### src/rtl/rom_port_arbiter_pkg.sv
// Shared widths, arbitration state encoding and default starvation limit
// for the program-ROM read-port arbiter.
package rom_port_arbiter_pkg;

  localparam int unsigned ADDRLEN          = 32;
  localparam int unsigned XLEN             = 32;
  localparam int unsigned ARB_STARVE_LIMIT = 4;
  localparam int unsigned CNT_W            = 4;

  typedef enum logic {
    ARB_LD_PRIO = 1'b0,
    ARB_IF_PRIO = 1'b1
  } arb_state_e;

endpackage

### src/rtl/rom_resp_reg.sv
// Per-port response register: one-cycle rvalid pulse plus a payload that
// holds until the next response on that port.
module rom_resp_reg #(
  parameter int unsigned W = 32
) (
  input  logic         clk,
  input  logic         rst_n,
  input  logic         capture_i,
  input  logic [W-1:0] data_i,
  output logic         rvalid_o,
  output logic [W-1:0] data_o
);

  logic         rvalid_q;
  logic [W-1:0] data_q;

  always_ff @(posedge clk or negedge rst_n) begin
    if (!rst_n) begin
      rvalid_q <= 1'b0;
      data_q   <= '0;
    end else begin
      rvalid_q <= capture_i;
      if (capture_i) begin
        data_q <= data_i;
      end
    end
  end

  assign rvalid_o = rvalid_q;
  assign data_o   = data_q;

endmodule

### src/rtl/rom_port_arbiter.sv
// Arbitrates the single combinational program-ROM read port between
// instruction fetch and constant loads, with an anti-starvation counter for fetch.
module rom_port_arbiter
  import rom_port_arbiter_pkg::*;
#(
  parameter int unsigned AW           = ADDRLEN,
  parameter int unsigned DW           = XLEN,
  parameter int unsigned STARVE_LIMIT = ARB_STARVE_LIMIT
) (
  input  logic          clk,
  input  logic          rst_n,
  input  logic          if_req,
  input  logic [AW-1:0] if_addr,
  output logic          if_gnt,
  output logic          if_rvalid,
  output logic [DW-1:0] if_rdata,
  input  logic          ld_req,
  input  logic [AW-1:0] ld_addr,
  output logic          ld_gnt,
  output logic          ld_rvalid,
  output logic [DW-1:0] ld_rdata,
  output logic          ld_err,
  output logic [AW-1:0] rom_addr,
  input  logic [DW-1:0] rom_data
);

  localparam logic [CNT_W-1:0] LIMIT     = CNT_W'(STARVE_LIMIT);
  localparam logic [AW-1:0]    WORD_MASK = ~AW'(3);

  arb_state_e       state_q, state_d;
  logic [CNT_W-1:0] cnt_q, cnt_d;
  logic [AW-1:0]    addr_q, addr_d;
  logic             ld_mis;
  logic             ld_err_q;

  // Misaligned loads are answered with an error and never occupy the ROM.
  assign ld_mis = ld_req && (ld_addr[1:0] != 2'b00);

  always_ff @(posedge clk or negedge rst_n) begin
    if (!rst_n) begin
      state_q <= ARB_LD_PRIO;
      cnt_q   <= '0;
      addr_q  <= '0;
    end else begin
      state_q <= state_d;
      cnt_q   <= cnt_d;
      addr_q  <= addr_d;
    end
  end

  always_comb begin
    state_d = state_q;
    cnt_d   = cnt_q;
    addr_d  = addr_q;
    if_gnt  = 1'b0;
    ld_gnt  = 1'b0;

    if (ld_mis) begin
      ld_gnt = 1'b1;
      if_gnt = if_req;
    end else if (state_q == ARB_IF_PRIO) begin
      if_gnt = if_req;
      ld_gnt = ld_req && !if_req;
    end else if (ld_req) begin
      ld_gnt = 1'b1;
    end else begin
      if_gnt = if_req;
    end

    if (ld_gnt && !ld_mis) begin
      addr_d = ld_addr & WORD_MASK;
    end else if (if_gnt) begin
      addr_d = if_addr & WORD_MASK;
    end

    if (!if_req || if_gnt) begin
      cnt_d = '0;
    end else if (cnt_q < LIMIT) begin
      cnt_d = cnt_q + CNT_W'(1);
    end

    // IF priority lasts a single cycle; it is entered once the counter saturates.
    if (state_q == ARB_IF_PRIO) begin
      state_d = ARB_LD_PRIO;
    end else if (cnt_d == LIMIT) begin
      state_d = ARB_IF_PRIO;
    end
  end

  assign rom_addr = addr_d;

  rom_resp_reg #(.W(DW)) u_if_resp (
    .clk       (clk),
    .rst_n     (rst_n),
    .capture_i (if_gnt),
    .data_i    (rom_data),
    .rvalid_o  (if_rvalid),
    .data_o    (if_rdata)
  );

  rom_resp_reg #(.W(DW + 1)) u_ld_resp (
    .clk       (clk),
    .rst_n     (rst_n),
    .capture_i (ld_gnt),
    .data_i    ({ld_mis, (ld_mis ? {DW{1'b0}} : rom_data)}),
    .rvalid_o  (ld_rvalid),
    .data_o    ({ld_err_q, ld_rdata})
  );

  assign ld_err = ld_rvalid && ld_err_q;

endmodule
### config.mk
export PLATFORM = sky130hd
export DESIGN_NAME = rom_port_arbiter
export DESIGN_NICKNAME = d
export VERILOG_FILES = /design/src/rtl/rom_port_arbiter_pkg.sv /design/src/rtl/rom_resp_reg.sv /design/src/rtl/rom_port_arbiter.sv
export SDC_FILE = /design/constraint.sdc
export NUM_CORES = 1
export LEC_CHECK = 0
export BUFFER_PORTS_ARGS = -buffer_cell sky130_fd_sc_hd__buf_2
export CAP_MARGIN = 20
export CORE_MARGIN = 4
export CORE_UTILIZATION = 32
export CTS_CLUSTER_DIAMETER = 100
export CTS_CLUSTER_SIZE = 40
export DETAILED_ROUTE_END_ITERATION = 10
export HOLD_SLACK_MARGIN = 0.08
export PLACE_DENSITY_LB_ADDON = 0.25
export SYNTH_ARGS = -nofsm -noshare
export SYNTH_HDL_FRONTEND = slang
export SYNTH_SLANG_ARGS = --single-unit
### constraint.sdc
create_clock -name clk -period 4.9 [get_ports clk]
set_clock_uncertainty 0.15 [all_clocks]
set_input_delay 0.98 -clock clk [delete_from_list [all_inputs] [get_ports clk]]
set_output_delay 0.98 -clock clk [all_outputs]
set_load 0.03 [all_outputs]
# Word-level counts from Yosys, hierarchy flattened
# Index checks and enable logic that the tools add are counted.
[classes] n_div=0 multipliers=0 mux=13 reduce_logical=8 shift=0 magnitude_cmp=1 bitwise_logic=0 n_eq_ne=1 add_sub_neg=1
[op_table] cell="32-bit two-way mux" count=3
[op_table] cell="1-bit two-way mux" count=8
[op_table] cell="4-bit two-way mux" count=2
[op_table] cell="4-bit by 1-bit adder with 4-bit output (second input constant)" count=1
[op_table] cell="4-bit by 3-bit == test with 1-bit output (second input constant)" count=1
[op_table] cell="1-bit logical AND" count=4
[op_table] cell="4-bit by 3-bit < comparator with 1-bit output (second input constant)" count=1
[op_table] cell="1-bit zero test" count=2
[op_table] cell="2-bit nonzero test" count=1
[op_table] cell="1-bit logical OR" count=1
[word_totals] romBits=0 ff_bits=104 elab_cells=31 n_memories=0 out_inout_bits=101 latch_bits=0 input_bits=100 ram_bits=0

# Depth between registers and ports, before layout
[logic_depth] word_depth=8 ltp_mapped=6

# By module
# A second synthesis with hierarchy kept.
[unflattened] hier_cells=385 area_unflattened_um2=4840.9
[by_module_without_submodules] module="rom_port_arbiter" area_per_inst_um2=2064.5 instances=1 cells_per_inst=245
[by_module_without_submodules] module="rom_resp_reg (u_ld_resp)" area_per_inst_um2=1406.3 instances=1 cells_per_inst=71
[by_module_without_submodules] module="rom_resp_reg (u_if_resp)" area_per_inst_um2=1370.1 instances=1 cells_per_inst=69

# Worst setup path after synthesis
# OpenSTA, ideal clock, no wires.
[synth_timing] path_type="input port to output port" from="input ld_addr[1]" to="output rom_addr[10]" t_required_ps=3770 arrival_time_ps=2208 slack_ps=1562 stages=4 path_buffers=1 path_cell_list="or4b_4 -> clkbuf_1 -> a21boi_0 -> o22a_1"
[synth_between] elab_chain_cells=5 elab_cells_between_ends=8
[synth_rtl] item="start, declared" line="rom_port_arbiter.sv:18" source="input logic [AW-1:0] ld_addr,"
[synth_rtl] item="2-bit nonzero test *" line="rom_port_arbiter.sv:37" source="assign ld_mis = ld_req && (ld_addr[1:0] != 2'b00);"
[synth_rtl] item="1-bit logical AND *" line="rom_port_arbiter.sv:37"
[synth_rtl] item="1-bit two-way mux or 1-bit zero test (tied branches)" line="rom_port_arbiter.sv:58, rom_port_arbiter.sv:70"
[synth_rtl] item="32-bit two-way mux or 1-bit logical AND (tied branches)" line="rom_port_arbiter.sv:72, rom_port_arbiter.sv:70"
[synth_rtl] item="32-bit two-way mux *" line="rom_port_arbiter.sv:70" source="if (ld_gnt && !ld_mis) begin"
[synth_rtl] item="end, declared" line="rom_port_arbiter.sv:23" source="output logic [AW-1:0] rom_addr,"
# Every way passes the cells marked *; elsewhere a longest branch is shown, timed or not.

# Worst setup path after layout
[layout_timing] from="input ld_addr[1]" to="output rom_addr[0]"
# The elaborated chain is that of the path after synthesis.

==> impl_results.html <==
<table>
<tr><th>Metric</th><th>Value</th></tr>
<tr><th colspan="2">Routing</th></tr>
<tr><td>Met2 Wirelength</td><td>6.35 mm</td></tr>
<tr><td>Count of TritonRoute iterations in the first routing pass</td><td>4</td></tr>
<tr><td>Vias</td><td>3,615</td></tr>
<tr><td>Total met3 wirelength after detailed routing</td><td>674 um</td></tr>
<tr><td>Final WL</td><td>12.6 mm</td></tr>
<tr><td>Count of antenna-violating nets left after detailed routing</td><td>0</td></tr>
<tr><td>Remaining DRCs</td><td>0</td></tr>
<tr><td>DR vias/cell</td><td>5.02</td></tr>
<tr><td>Highest Signal Layer</td><td>met4</td></tr>
<tr><td>Met1 WL</td><td>5.24 mm</td></tr>
<tr><td>Count of routing violations after the opening detailed-route iteration</td><td>256</td></tr>
<tr><td>Drt wl/cell</td><td>17.5 um</td></tr>
<tr><th colspan="2">STA</th></tr>
<tr><td>Number of hold violations in the final report</td><td>0</td></tr>
<tr><td>Worst Setup Slack, final</td><td>1220 ps</td></tr>
<tr><td>Tightest slew margin relative to the limit</td><td>0.392</td></tr>
<tr><td>Worst Hold Slack</td><td>337 ps</td></tr>
<tr><td>Final period util</td><td>0.751</td></tr>
<tr><td>Setup tns final</td><td>0 ps</td></tr>
<tr><td>Upper clock frequency limit</td><td>272 MHz</td></tr>
<tr><td>Number of pins exceeding their max-slew limit in the final report</td><td>0</td></tr>
<tr><td>Setup Viol. Count Final</td><td>0</td></tr>
<tr><td>RSZ-0062 raised after global routing</td><td>false</td></tr>
<tr><td>Minimum clock period after layout</td><td>3680 ps</td></tr>
<tr><td>Worst-margin pin slew</td><td>913 ps</td></tr>
<tr><th colspan="2">Worst setup path</th></tr>
<tr><td>Kind of start point of the critical path</td><td>input pin</td></tr>
<tr><td>Critical Path, Cell by Cell</td><td>buf_2 -&gt; or4b_4 -&gt; nand2_4 -&gt; and3_1 -&gt; buf_2</td></tr>
<tr><td>Startpoint of the worst-slack reg-to-reg timing path</td><td>state_q</td></tr>
<tr><td>Worst-case reg-to-reg path depth</td><td>4</td></tr>
<tr><td>Crit path buffers/inverters</td><td>2</td></tr>
<tr><td>Worst EP arrival</td><td>2550 ps</td></tr>
<tr><td>Kind of cell adding the most delay to the critical path</td><td>simple AND/OR/NAND/NOR gates</td></tr>
<tr><td>Path type of the worst setup path</td><td>input pin to output pin</td></tr>
<tr><td>Setup slack of the worst register-to-register path</td><td>2390 ps</td></tr>
<tr><td>Highest net fanout along the worst path</td><td>31</td></tr>
<tr><td>CP most frequent cell</td><td>sky130_fd_sc_hd__buf_2</td></tr>
<tr><td>Required @ worst endpoint</td><td>3770 ps</td></tr>
<tr><td>Critical-path top delay cell</td><td>sky130_fd_sc_hd__or4b_4</td></tr>
<tr><td>Delay of the slowest cell on the worst path</td><td>720 ps</td></tr>
<tr><td>R2R Path End</td><td>u_if_resp.data_o[8]</td></tr>
<tr><td>Kind of end point of the critical path</td><td>output pin</td></tr>
<tr><th colspan="2">Finish</th></tr>
<tr><td>Count of nets after finishing</td><td>640</td></tr>
<tr><td>Diodes inserted</td><td>0</td></tr>
<tr><td>Total of fill cells in the finished design</td><td>1,330</td></tr>
<tr><td>Flip-flop and latch area</td><td>0.00260 mm^2</td></tr>
<tr><td>Number of non-filler instances in the completed layout</td><td>720</td></tr>
<tr><td>Layout cell share with drive strength beyond 1</td><td>0.483</td></tr>
<tr><td>Area of the multi-input gates</td><td>0.00166 mm^2</td></tr>
<tr><td>Synthesis-to-layout area growth</td><td>33.2%</td></tr>
<tr><th colspan="2">Global route</th></tr>
<tr><td>Pin count of the biggest net entering global routing</td><td>74</td></tr>
<tr><td>Antenna violations before repair</td><td>0</td></tr>
<tr><td>Via count of the first global-routing pass</td><td>3,867</td></tr>
<tr><td>Wire length of the first global-routing pass</td><td>20.5 mm</td></tr>
<tr><td>Grt ovf</td><td>0</td></tr>
<tr><td>GR Util All Layers</td><td>0.162</td></tr>
<tr><th colspan="2">Floorplan</th></tr>
<tr><td>Die Ht</td><td>125 um</td></tr>
<tr><td>Initial Utilization</td><td>0.329</td></tr>
<tr><td>Area of the die</td><td>0.0157 mm^2</td></tr>
<tr><td>Site Rows</td><td>42</td></tr>
<tr><td>Die Width</td><td>125 um</td></tr>
<tr><td>Boundary Pins</td><td>201</td></tr>
<tr><td>Core Footprint</td><td>0.0133 mm^2</td></tr>
<tr><th colspan="2">Logic synthesis</th></tr>
<tr><td>Mux cell area share after synthesis</td><td>0.0820</td></tr>
<tr><td>Combinational family with the most area after synthesis</td><td>compound AO/OA/AOI/OAI gates</td></tr>
<tr><td>Flop and latch count out of synthesis</td><td>104</td></tr>
<tr><td>Number of warnings printed during yosys synthesis</td><td>0</td></tr>
<tr><td>Simple-Gate Fraction of Synth Area</td><td>0.0578</td></tr>
<tr><td>Unique masters post-synth</td><td>29</td></tr>
<tr><td>Post-Syn Nets</td><td>455</td></tr>
<tr><td>Post-synthesis instance area</td><td>0.00440 mm^2</td></tr>
<tr><td>Post-synthesis area per instance</td><td>12.4 um^2</td></tr>
<tr><td>Library cell with the largest summed area after synthesis</td><td>sky130_fd_sc_hd__dfrtp_1</td></tr>
<tr><td>Cell count after synthesis</td><td>354</td></tr>
<tr><td>Top cells by area in the synthesized netlist</td><td>sky130_fd_sc_hd__dfrtp_1 (59%), sky130_fd_sc_hd__mux2_2 (8.2%), sky130_fd_sc_hd__a22o_1 (6.4%), sky130_fd_sc_hd__o22a_1 (6.0%), sky130_fd_sc_hd__a21boi_0 (5.1%)</td></tr>
<tr><td>Synth Area in Compound Gates</td><td>0.227</td></tr>
<tr><td>Post-Synth Adder-Cell Area</td><td>0.00285</td></tr>
<tr><td>Yosys top cell area share</td><td>0.592</td></tr>
<tr><td>Part of the Yosys area used for sequential elements</td><td>0.592</td></tr>
<tr><td>Fraction of synthesized cell area in xor and xnor cells</td><td>0.00199</td></tr>
<tr><th colspan="2">Clock network</th></tr>
<tr><td>Clock Tree Root</td><td>sky130_fd_sc_hd__clkbuf_16</td></tr>
<tr><td>Count of instances resized after the clock tree is built</td><td>0</td></tr>
<tr><td>Skew-Pair Late Insertion Delay</td><td>340 ps</td></tr>
<tr><td>Post-CTS clock slew at the launch and capture registers of the worst setup and hold paths</td><td>60 ps</td></tr>
<tr><td>Clock Path Buffers</td><td>2</td></tr>
<tr><td>Total CTS buffers</td><td>9</td></tr>
<tr><td>Post-CTS Hold Buffers</td><td>0</td></tr>
<tr><td>CTS tree</td><td>yes</td></tr>
<tr><td>Buffers inserted by post-CTS timing repair</td><td>0</td></tr>
<tr><td>H-Tree Depth</td><td>3</td></tr>
<tr><td>Clock sink total</td><td>104</td></tr>
<tr><th colspan="2">Run</th></tr>
<tr><td>Max-cap viol count</td><td>0</td></tr>
<tr><th colspan="2">Power and ir drop</th></tr>
<tr><td>Power Density</td><td>375 mW/mm^2</td></tr>
<tr><td>Worst IR drop on VDD</td><td>219 uV</td></tr>
<tr><td>Total power of the final layout</td><td>2200 uW</td></tr>
<tr><td>P_leak</td><td>0.00292 uW</td></tr>
<tr><th colspan="2">Worst hold path</th></tr>
<tr><td>Min-delay src</td><td>cnt_q[3]</td></tr>
<tr><td>Number of cells on the worst hold path</td><td>1</td></tr>
<tr><td>Hold Path End</td><td>state_q</td></tr>
<tr><td>Min-delay worst type</td><td>register to register</td></tr>
<tr><th colspan="2">Placement</th></tr>
<tr><td>Dpl cells</td><td>704</td></tr>
<tr><td>Routability-driven placement congestion ratio</td><td>0.757</td></tr>
<tr><td>HPWL Detailed</td><td>8.61 mm</td></tr>
<tr><td>Post-placement setup slack</td><td>1210 ps</td></tr>
<tr><td>Number of I/O port buffers</td><td>198</td></tr>
<tr><th colspan="2">Outcome</th></tr>
<tr><td>Result of the run</td><td>completed</td></tr>
</table>
[placed cells by master (no fill, tap or decap), types with 2 or more instances in the layout]
master	instances
sky130_fd_sc_hd__a21boi_0	30
sky130_fd_sc_hd__buf_2	197
sky130_fd_sc_hd__clkbuf_16	9
sky130_fd_sc_hd__a22o_1	32
sky130_fd_sc_hd__dfrtp_1	104
sky130_fd_sc_hd__inv_1	3
sky130_fd_sc_hd__nor2_1	5
sky130_fd_sc_hd__a21oi_1	3
sky130_fd_sc_hd__and2_1	2
sky130_fd_sc_hd__mux2_2	32
sky130_fd_sc_hd__buf_4	10
sky130_fd_sc_hd__and3_1	2
sky130_fd_sc_hd__o22ai_1	30
sky130_fd_sc_hd__o21ai_0	2
sky130_fd_sc_hd__nand2_1	33
sky130_fd_sc_hd__o22a_1	30
sky130_fd_sc_hd__inv_6	2
sky130_fd_sc_hd__clkinv_2	2
[logic make-up (layout without fill, tap and decap cells)]
logic type,count (synthesis),count (layout)
AOI/OAI and AO/OA,129,129
xor gates and xnor gates,1,1
and+or+nand+nor,51,51
adders and majority gates,1,1
DFF,104,104
muxes,32,32
buffers and inverters,36,226
[metal layers]
metal	track usage	vias to the layer above
li1	-	1697
met1	0.198	1784
met5	0	-
met4	0.0651	0
met2	0.273	114
met3	0.0422	20
[how the worst max path moves through the flow]
stage	slack [ps]	depth (start not counted)	start	endpoint
after floorplan	1560	4	ld_addr[1]	rom_addr[10]
after global placement	1210	5	ld_addr[1]	rom_addr[0]
after detailed placement	1210	5	ld_addr[1]	rom_addr[0]
after CTS	1180	5	ld_addr[1]	rom_addr[0]
after global routing	1050	5	ld_addr[1]	rom_addr[24]
final	1220	5	ld_addr[1]	rom_addr[0]
[stage by stage]
stage	utilization	area [um^2]
after floorplan	-	4400
after global placement	0.416	5550
after detailed placement	0.416	5550
after CTS	0.439	5850
after global routing	0.439	5850
final	0.439	5850
[power by group]
group | internal (uW) | switching (uW) | total, uW
Sequential | 938 | 29.6 | 968
Clock | 402 | 326 | 728
Combinational | 177 | 324 | 501
[cell usage after synthesis]
| library cell | n |
|---|---|
| sky130_fd_sc_hd__or4b_4 | 1 |
| sky130_fd_sc_hd__or3b_4 | 1 |
| sky130_fd_sc_hd__and3_1 | 2 |
| sky130_fd_sc_hd__and2_0 | 1 |
| sky130_fd_sc_hd__o22ai_1 | 30 |
| sky130_fd_sc_hd__o21ai_0 | 2 |
| sky130_fd_sc_hd__nand2_1 | 33 |
| sky130_fd_sc_hd__buf_4 | 3 |
| sky130_fd_sc_hd__o31ai_1 | 1 |
| sky130_fd_sc_hd__clkbuf_1 | 20 |
| sky130_fd_sc_hd__mux2_2 | 32 |
| sky130_fd_sc_hd__buf_2 | 10 |
| sky130_fd_sc_hd__inv_1 | 3 |
| sky130_fd_sc_hd__a21bo_2 | 1 |
| sky130_fd_sc_hd__a21oi_1 | 3 |
| sky130_fd_sc_hd__nor4_2 | 1 |
| sky130_fd_sc_hd__or3b_1 | 1 |
| sky130_fd_sc_hd__nor2_1 | 6 |
| sky130_fd_sc_hd__a22o_1 | 32 |
| sky130_fd_sc_hd__dfrtp_1 | 104 |
| sky130_fd_sc_hd__xnor2_1 | 1 |
| sky130_fd_sc_hd__a21boi_0 | 30 |
| sky130_fd_sc_hd__nand2b_1 | 1 |
| sky130_fd_sc_hd__and2_1 | 1 |
| sky130_fd_sc_hd__o22a_1 | 30 |
| sky130_fd_sc_hd__nor4bb_1 | 1 |
| sky130_fd_sc_hd__nand2_4 | 1 |
| sky130_fd_sc_hd__nor4b_1 | 1 |
| sky130_fd_sc_hd__ha_1 | 1 |
[layout make-up]
cell class,instances,area share
clock buffers,9,0.0385
clock inverters,7,0.0130
inverters,3,0.00192
multi-input cells,214,0.283
flip-flops and latches,104,0.445
well taps,176,0.0376
repair buffers,207,0.181
[state kept, by name, indices dropped and copies added (netlist names)]
name and cells:
u_ld_resp.data_o 33, addr_q 32, u_if_resp.data_o 32, cnt_q 4
state_q 1, u_if_resp.rvalid_o 1, u_ld_resp.rvalid_o 1
(Power assumes the default switching activity.)
